`config.mk`:
```
export PLATFORM = sky130hd
export DESIGN_NAME = alu_seq
export DESIGN_NICKNAME = d
export VERILOG_FILES = /design/src/rtl/alu_pkg.sv /design/src/rtl/alu_comb.sv /design/src/rtl/alu_seq.sv
export SDC_FILE = /design/constraint.sdc
export NUM_CORES = 1
export LEC_CHECK = 0
export ABC_AREA = 1
export CORE_AREA = 5 5 221 116
export DETAILED_ROUTE_END_ITERATION = 12
export DIE_AREA = 0 0 226 121
export PLACE_DENSITY = 0.39
export RECOVER_POWER = 100
export SYNTH_ARGS = -nofsm -noshare
export SYNTH_HDL_FRONTEND = slang
export SYNTH_HIERARCHICAL = 1
export SYNTH_SLANG_ARGS = --single-unit
```
`constraint.sdc`:
```
create_clock -name clk -period 5.5 [get_ports clk]
set_input_delay 0.55 -clock clk [delete_from_list [all_inputs] [get_ports clk]]
set_output_delay 0.55 -clock clk [all_outputs]
set_load 0.03 [all_outputs]
```
`src/rtl/alu_pkg.sv`:
```
// Shared opcode map, FSM state encoding and acceptance helper for the sequential ALU.
package alu_pkg;

    localparam logic [3:0] OP_ADD  = 4'h0;
    localparam logic [3:0] OP_SUB  = 4'h1;
    localparam logic [3:0] OP_SHL  = 4'h2;
    localparam logic [3:0] OP_SHR  = 4'h3;
    localparam logic [3:0] OP_CMP  = 4'h4;
    localparam logic [3:0] OP_AND  = 4'h5;
    localparam logic [3:0] OP_OR   = 4'h6;
    localparam logic [3:0] OP_XOR  = 4'h7;
    localparam logic [3:0] OP_NAND = 4'h8;
    localparam logic [3:0] OP_NOR  = 4'h9;
    localparam logic [3:0] OP_XNOR = 4'hA;
    localparam logic [3:0] OP_NOT  = 4'hB;
    localparam logic [3:0] OP_NEG  = 4'hC;
    localparam logic [3:0] OP_PASS = 4'hD;
    localparam logic [3:0] OP_SWAP = 4'hE;
    localparam logic [3:0] OP_MUL  = 4'hF;

    localparam logic [1:0] ST_IDLE = 2'd0;
    localparam logic [1:0] ST_BUSY = 2'd1;
    localparam logic [1:0] ST_DONE = 2'd2;

    // The accepting edge already performs the first iterative step, so only
    // work that needs more than one step has to pass through BUSY.
    function automatic logic is_multicycle(input logic [3:0] op, input logic [31:0] k);
        return (op == OP_MUL) || (((op == OP_SHL) || (op == OP_SHR)) && (k > 32'd1));
    endfunction

endpackage

```
`src/rtl/alu_comb.sv`:
```
// Single-cycle datapath: every non-iterative opcode plus its status flags.
module alu_comb import alu_pkg::*; #(
    parameter int WIDTH      = 8,
    parameter bit SIGNED_CMP = 1'b0
) (
    input  logic [WIDTH-1:0] a,
    input  logic [WIDTH-1:0] b,
    input  logic [3:0]       op,
    output logic [WIDTH-1:0] y,
    output logic [WIDTH-1:0] y2,
    output logic             flag_c,
    output logic             flag_v,
    output logic             flag_z,
    output logic             flag_n
);

    localparam int MSB = WIDTH - 1;

    logic [WIDTH:0] sum_w;
    logic [WIDTH:0] diff_w;
    logic           a_gt_b;
    logic           a_lt_b;

    assign sum_w  = {1'b0, a} + {1'b0, b};
    assign diff_w = {1'b0, a} - {1'b0, b};

    always_comb begin
        if (SIGNED_CMP) begin
            a_gt_b = $signed(a) > $signed(b);
            a_lt_b = $signed(a) < $signed(b);
        end else begin
            a_gt_b = a > b;
            a_lt_b = a < b;
        end
    end

    // NOTE: every output gets a default before the case so no path can infer a latch.
    always_comb begin
        y      = '0;
        y2     = '0;
        flag_c = 1'b0;
        flag_v = 1'b0;
        case (op)
            OP_ADD: begin
                y      = sum_w[MSB:0];
                flag_c = sum_w[WIDTH];
                flag_v = (a[MSB] == b[MSB]) && (sum_w[MSB] != a[MSB]);
            end
            OP_SUB: begin
                y      = diff_w[MSB:0];
                flag_c = diff_w[WIDTH];
                flag_v = (a[MSB] != b[MSB]) && (diff_w[MSB] != a[MSB]);
            end
            OP_SHL, OP_SHR: y = a;
            OP_CMP: begin
                if (a_gt_b)      y = {{MSB{1'b0}}, 1'b1};
                else if (a_lt_b) y = '1;
                else             y = '0;
            end
            OP_AND:  y = a & b;
            OP_OR:   y = a | b;
            OP_XOR:  y = a ^ b;
            OP_NAND: y = ~(a & b);
            OP_NOR:  y = ~(a | b);
            OP_XNOR: y = ~(a ^ b);
            OP_NOT:  y = ~a;
            OP_NEG: begin
                y      = -a;
                flag_v = (a == {1'b1, {MSB{1'b0}}});
            end
            OP_PASS: y = a;
            OP_SWAP: begin
                y  = b;
                y2 = a;
            end
            default: y = '0;
        endcase
        flag_z = (y == '0);
        flag_n = y[MSB];
    end

endmodule

```
`src/rtl/alu_seq.sv`:
```
// Sequential ALU: handshaked FSM, iterative shift / shift-add multiply and held result registers.
module alu_seq import alu_pkg::*; #(
    parameter int WIDTH      = 8,
    parameter bit SIGNED_CMP = 1'b0
) (
    input  logic             clk,
    input  logic             rst,
    input  logic             flush,
    input  logic             in_valid,
    output logic             in_ready,
    input  logic [WIDTH-1:0] a,
    input  logic [WIDTH-1:0] b,
    input  logic [3:0]       op,
    output logic             out_valid,
    input  logic             out_ready,
    output logic [WIDTH-1:0] y,
    output logic [WIDTH-1:0] y2,
    output logic             flag_z,
    output logic             flag_n,
    output logic             flag_c,
    output logic             flag_v,
    output logic             busy
);

    localparam int SHW = $clog2(WIDTH);
    localparam int MSB = WIDTH - 1;
    localparam logic [SHW:0] CNT_MUL  = (SHW + 1)'(WIDTH);
    localparam logic [SHW:0] CNT_LAST = (SHW + 1)'(2);
    localparam logic [SHW:0] CNT_ONE  = (SHW + 1)'(1);

    logic [1:0]       state_q, state_d;
    logic [SHW:0]     cnt_q, cnt_d;
    logic [3:0]       op_q, op_d;
    logic [WIDTH-1:0] mcand_q, mcand_d;
    logic [WIDTH-1:0] hi_q, hi_d;
    logic [WIDTH-1:0] lo_q, lo_d;
    logic [WIDTH-1:0] y_q, y_d;
    logic [WIDTH-1:0] y2_q, y2_d;
    logic             c_q, c_d, v_q, v_d, z_q, z_d, n_q, n_d;

    logic [WIDTH-1:0] comb_y, comb_y2;
    logic             comb_c, comb_v, comb_z, comb_n;

    alu_comb #(
        .WIDTH     (WIDTH),
        .SIGNED_CMP(SIGNED_CMP)
    ) u_comb (
        .a     (a),
        .b     (b),
        .op    (op),
        .y     (comb_y),
        .y2    (comb_y2),
        .flag_c(comb_c),
        .flag_v(comb_v),
        .flag_z(comb_z),
        .flag_n(comb_n)
    );

    logic             in_idle;
    logic [SHW-1:0]   k_in;
    logic             is_shift_in;
    logic [3:0]       step_op;
    logic [WIDTH-1:0] step_hi, step_lo, step_mc;
    logic [WIDTH-1:0] nxt_hi, nxt_lo;
    logic             nxt_c;
    logic [WIDTH:0]   add_w;
    logic             finish_step;

    assign in_idle     = (state_q == ST_IDLE);
    assign k_in        = b[SHW-1:0];
    assign is_shift_in = (op == OP_SHL) || (op == OP_SHR);

    // One iteration step; in IDLE it works straight from the inputs so the
    // accepting edge performs the first step.
    always_comb begin
        step_op = in_idle ? op : op_q;
        step_mc = in_idle ? a : mcand_q;
        step_hi = in_idle ? '0 : hi_q;
        step_lo = in_idle ? ((op == OP_MUL) ? b : a) : lo_q;
        nxt_hi  = step_hi;
        nxt_lo  = step_lo;
        nxt_c   = 1'b0;
        add_w   = {1'b0, step_hi} + (step_lo[0] ? {1'b0, step_mc} : '0);
        case (step_op)
            OP_SHL:  {nxt_c, nxt_lo} = {step_lo, 1'b0};
            OP_SHR:  {nxt_lo, nxt_c} = {1'b0, step_lo};
            OP_MUL:  {nxt_hi, nxt_lo} = {add_w, step_lo[MSB:1]};
            default: ;
        endcase
    end

    always_comb begin
        state_d     = state_q;
        cnt_d       = cnt_q;
        op_d        = op_q;
        mcand_d     = mcand_q;
        hi_d        = hi_q;
        lo_d        = lo_q;
        y_d         = y_q;
        y2_d        = y2_q;
        c_d         = c_q;
        v_d         = v_q;
        z_d         = z_q;
        n_d         = n_q;
        finish_step = 1'b0;

        if (flush) begin
            state_d = ST_IDLE;
        end else begin
            case (state_q)
                ST_IDLE: begin
                    if (in_valid) begin
                        op_d    = op;
                        mcand_d = a;
                        if (is_multicycle(op, 32'(k_in))) begin
                            state_d = ST_BUSY;
                            cnt_d   = (op == OP_MUL) ? CNT_MUL : {1'b0, k_in};
                            hi_d    = nxt_hi;
                            lo_d    = nxt_lo;
                        end else if (is_shift_in && (k_in != '0)) begin
                            state_d     = ST_DONE;
                            finish_step = 1'b1;
                        end else begin
                            state_d = ST_DONE;
                            y_d     = comb_y;
                            y2_d    = comb_y2;
                            c_d     = comb_c;
                            v_d     = comb_v;
                            z_d     = comb_z;
                            n_d     = comb_n;
                        end
                    end
                end
                ST_BUSY: begin
                    cnt_d = cnt_q - CNT_ONE;
                    hi_d  = nxt_hi;
                    lo_d  = nxt_lo;
                    if (cnt_q == CNT_LAST) begin
                        state_d     = ST_DONE;
                        finish_step = 1'b1;
                    end
                end
                ST_DONE: begin
                    if (out_ready) state_d = ST_IDLE;
                end
                default: state_d = ST_IDLE;
            endcase
        end

        if (finish_step) begin
            y_d  = nxt_lo;
            y2_d = (step_op == OP_MUL) ? nxt_hi : '0;
            c_d  = (step_op == OP_MUL) ? (nxt_hi != '0) : nxt_c;
            v_d  = 1'b0;
            z_d  = (nxt_lo == '0);
            n_d  = nxt_lo[MSB];
        end
    end

    // NOTE: state updates use non-blocking assignments so every register samples pre-edge values.
    always_ff @(posedge clk or posedge rst) begin
        if (rst) begin
            state_q <= ST_IDLE;
            cnt_q   <= '0;
            op_q    <= '0;
            mcand_q <= '0;
            hi_q    <= '0;
            lo_q    <= '0;
            y_q     <= '0;
            y2_q    <= '0;
            c_q     <= 1'b0;
            v_q     <= 1'b0;
            z_q     <= 1'b0;
            n_q     <= 1'b0;
        end else begin
            state_q <= state_d;
            cnt_q   <= cnt_d;
            op_q    <= op_d;
            mcand_q <= mcand_d;
            hi_q    <= hi_d;
            lo_q    <= lo_d;
            y_q     <= y_d;
            y2_q    <= y2_d;
            c_q     <= c_d;
            v_q     <= v_d;
            z_q     <= z_d;
            n_q     <= n_d;
        end
    end

    assign in_ready  = in_idle;
    assign out_valid = (state_q == ST_DONE);
    assign busy      = (state_q == ST_BUSY);
    assign y         = y_q;
    assign y2        = y2_q;
    assign flag_c    = c_q;
    assign flag_v    = v_q;
    assign flag_z    = z_q;
    assign flag_n    = n_q;

endmodule

```
==> flow_summary_export.csv <==
group,metric,value,unit
finish,fin_area,0.006596,mm²
routing,drtPass1Iterations,5,
logic_synthesis,syn-num-nets,1010,
grt,overflow,0,
grt,grt_max_degree,55,
power_and_ir_drop,p_sw_frac,0.4553,
routing,vias,6125,
logic_synthesis,synthCells,947,
finish,antennaDiodeCount,0,
floorplan,die_x,226,µm
clock_network,htreeDepth,2,
timing,setup_violations,0,
placed_design,dpl-instance-area,0.006466,mm²
logic_synthesis,yosysWarningCount,6,
grt,grt_antenna_before_repair,0,
clock_network,cts_buffers,5,
timing,whs,0.4834,ns
grt,grt_usage,0.1735,
placed_design,port_buffers,47,
timing,slew_headroom,-1.229,
critical_path,cp_max_fo,17,
clock_network,cts.sinks,54,
timing,hold_viol,0,
grt,grt_pass1_wl,35.57,mm
outcome,outcome,"finished with violations",
timing,finalWorstSetupSlack,1.110,ns
timing,worst_slew_pin_slew,3.344,ns
placed_design,hpwl,19.64,mm
routing,postRouteWirelength,23.96,mm
power_and_ir_drop,power_frac_clock,0.213,
placed_design,dp.cells,1290,
placed_design,gp_congestion,0.9139,
timing,fin_crit_sh,0.7983,
logic_synthesis,yosysSeqAreaShare,0.2357,
routing,wl_per_cell,18.46,µm
min_path,hold_class,"reg2reg",
floorplan,core-area,0.02347,mm²
finish,instances_no_fill,1298,
floorplan,ios,48,
timing,final.min_clock_period,4.390,ns
clock_network,cts_tree,"yes",
clock_network,cts_resized,0,
finish,syn2layout_area_growth,15.03,%
power_and_ir_drop,p_int,0.001005,W
timing,max_freq,227.8,MHz
job,cap_violations,2,
routing,ant_nets,0,
floorplan,die_h,121,µm
finish,drive_above_1_share,0.05392,
clock_network,post_cts_buffers,0,
floorplan,num_rows,40,
power_and_ir_drop,ir_drop,0.1704,mV
clock_network,clockBufferDepth,2,
floorplan,initial_utilization,0.2443,
clock_network,clk_latency,0.32,ns
logic_synthesis,syn-cell-area,0.005734,mm²
placed_design,preCtsSetupSlack,1.325,ns
critical_path,path_class,"reg2reg",
outcome,failed_checks,"max-capacitance violations, max-slew violations",
grt,grt_pass1_vias,5414,
routing,drcViolationCount,0,
critical_path,endpoint_kind,"flip-flop",
timing,slew_viol_final,74,
critical_path,critical_path_arrival,4.64,ns
power_and_ir_drop,share_comb_of_total_power,0.476,
critical_path,cp.required,5.75,ns
finish,fin_nets,1045,
power_and_ir_drop,p_sw,0.0008401,W
floorplan,die_area,0.02735,mm²
clock_network,cts_hold_buffers,0,
timing,skew,0.01304,ns
logic_synthesis,ys_ff_latch,54,
timing,finalSetupTns,0,ns
routing,viasPerCell,4.719,
critical_path,worst_setup_path_start_kind,"flip-flop",
timing,rsz0062_at_grt,"false",
power_and_ir_drop,p_leak,3.418,nW
routing,drtIter0Drc,730,
power_and_ir_drop,power_density,279.7,mW/mm²
logic_synthesis,synth.distinct_cells,41,
power_and_ir_drop,seqPwrFrac,0.312,
clock_network,cts.clk_slew.worst_paths,0.08,ns
clock_network,clockRootBuffer,"clkbuf_16",
finish,nFillCells,2635,
logic_synthesis,avgSynthCellArea,6.055,µm²
routing by layer:
layer / vias to the layer above / part of all wire / GRT usage
met4: 0 / 0.0045 / 0.01436
li1: 3061 / - / -
met2: 236 / 0.29 / 0.1738
met1: 2819 / 0.61 / 0.3223
met5: - / 0 / 0
met3: 9 / 0.10 / 0.05270
power by group through the flow:
stage                     logic [W]  clock network [W]  registers, W
final                      0.000878           0.000392      0.000575
after CTS                  0.000894           0.000408      0.000576
after floorplan            0.000541                  0      0.000634
after global routing       0.000978           0.000420      0.000588
after global placement     0.000905                  0      0.000586
after detailed placement   0.000891                  0      0.000582
flip-flops by register name (all words and copies together), names as in the netlist:
| register | flops |
|---|---|
| flag_z | 1 |
| hi_q | 8 |
| flag_c | 1 |
| op_q | 4 |
| state_q | 2 |
| flag_n | 1 |
| y | 8 |
| y2 | 8 |
| mcand_q | 8 |
| cnt_q | 4 |
| flag_v | 1 |
| lo_q | 8 |
cell type report:
type | count | area [µm²] | area share
multi-input combinational | 726 | 3645 | 0.5525
sequential | 54 | 1351 | 0.2049
inverter | 143 | 536.8 | 0.08137
timing repair buffer | 52 | 496.7 | 0.07530
tap | 315 | 394.1 | 0.05975
clock buffer | 5 | 125.1 | 0.01897
clock inverter | 3 | 47.55 | 0.007208
synthesized netlist by cell type:
master / number / area, µm²
nand2_1: 298 / 1119
inv_1: 132 / 495.5
nor2_1: 123 / 461.7
nand3_1: 65 / 325.3
o21ai_0: 62 / 310.3
dfrtp_1: 54 / 1351
ha_1: 35 / 437.9
a21oi_1: 27 / 135.1
nor2_2: 16 / 100.1
nand4_1: 12 / 75.07
o211ai_1: 12 / 90.09
inv_2: 11 / 41.29
o21ai_1: 11 / 55.05
buf_2: 9 / 45.04
nor3_1: 9 / 45.04
nand2_4: 8 / 90.09
a22oi_1: 6 / 45.04
buf_6: 5 / 56.30
clkbuf_1: 5 / 18.77
nand2_2: 5 / 31.28
o22ai_1: 5 / 31.28
buf_4: 4 / 30.03
nor2_4: 4 / 45.04
xor2_1: 4 / 35.03
fa_1: 3 / 60.06
nand3b_1: 3 / 22.52
xnor2_1: 3 / 26.28
a21oi_2: 2 / 17.52
o21bai_1: 2 / 15.01
a2111o_1: 1 / 11.26
a211oi_1: 1 / 7.510
a22o_1: 1 / 8.760
a31oi_1: 1 / 6.260
and2_1: 1 / 6.260
buf_12: 1 / 20.02
nand3_4: 1 / 17.52
nor3_4: 1 / 16.27
o311ai_1: 1 / 8.760
o31ai_1: 1 / 7.510
or2_1: 1 / 6.260
or2_2: 1 / 6.260
stage by stage:
| stage | power [W] | utilization |
|---|---|---|
| after global routing | 0.001987 | 0.2810 |
| after detailed placement | 0.001473 | 0.2755 |
| final | 0.001845 | 0.2810 |
| after CTS | 0.001877 | 0.2828 |
| after global placement | 0.001491 | 0.2755 |
| after floorplan | 0.001176 | - |
layout by cell type (no fill, tap or decap), drive strengths merged, types with 22 or more instances in the layout:
cell,Yosys,final
a21oi,29,29
nand3,66,66
dfrtp,54,54
nand2,311,311
o21ai,73,73
inv,143,143
dlygate4sd3,0,25
clkdlybuf4s50,0,22
nor2,143,143
ha,35,35
cell families (layout without fill, tap and decap cells):
kind of cell	count (synthesis)	in the layout	synth area share
AO/OA/AOI/OAI	133	133	0.1307
XOR/XNOR	7	7	0.01069
adder cells (fa/ha/maj)	38	38	0.08684
buffers and inverters	167	203	0.1233
flip-flops	54	54	0.2357
AND/OR/NAND/NOR	548	548	0.4128
worst max-delay path, stage by stage, from the launching register on:
cell      delay, ns
dfrtp_1        0.43
nor2_1         0.89
clkbuf_1       0.58
nand2_1        0.12
nand2_1        0.29
inv_1          0.11
o21ai_0        0.22
inv_1          0.10
ha_1           0.30
nand2_1        0.07
nand2_1        0.07
nand3_1        0.07
nand3_1        0.08
nand2_1        0.07
nand2_1        0.06
o21ai_0        0.53
nor2_1         0.11
nand3b_1       0.11
o21bai_1       0.06
nand2_1        0.05
path summary, 6_finish.rpt:
path	start	endpoint	cells after the start	slack, ns
max	state_q[0]$_DFFE_PP0P_	flag_c$_DFFE_PP0P_	19	1.11
min	lo_q[0]$_DFFE_PP0P_	lo_q[0]$_DFFE_PP0P_	2	0.48
max reg2reg	state_q[0]$_DFFE_PP0P_	flag_c$_DFFE_PP0P_	19	1.11
min reg2reg	lo_q[0]$_DFFE_PP0P_	lo_q[0]$_DFFE_PP0P_	2	0.48
max in group asynchronous	rst	state_q[0]$_DFFE_PP0P_	3	1.64
min in group asynchronous	rst	y2[5]$_DFFE_PP0P_	3	1.95
Power figures use the tool's default switching activity.
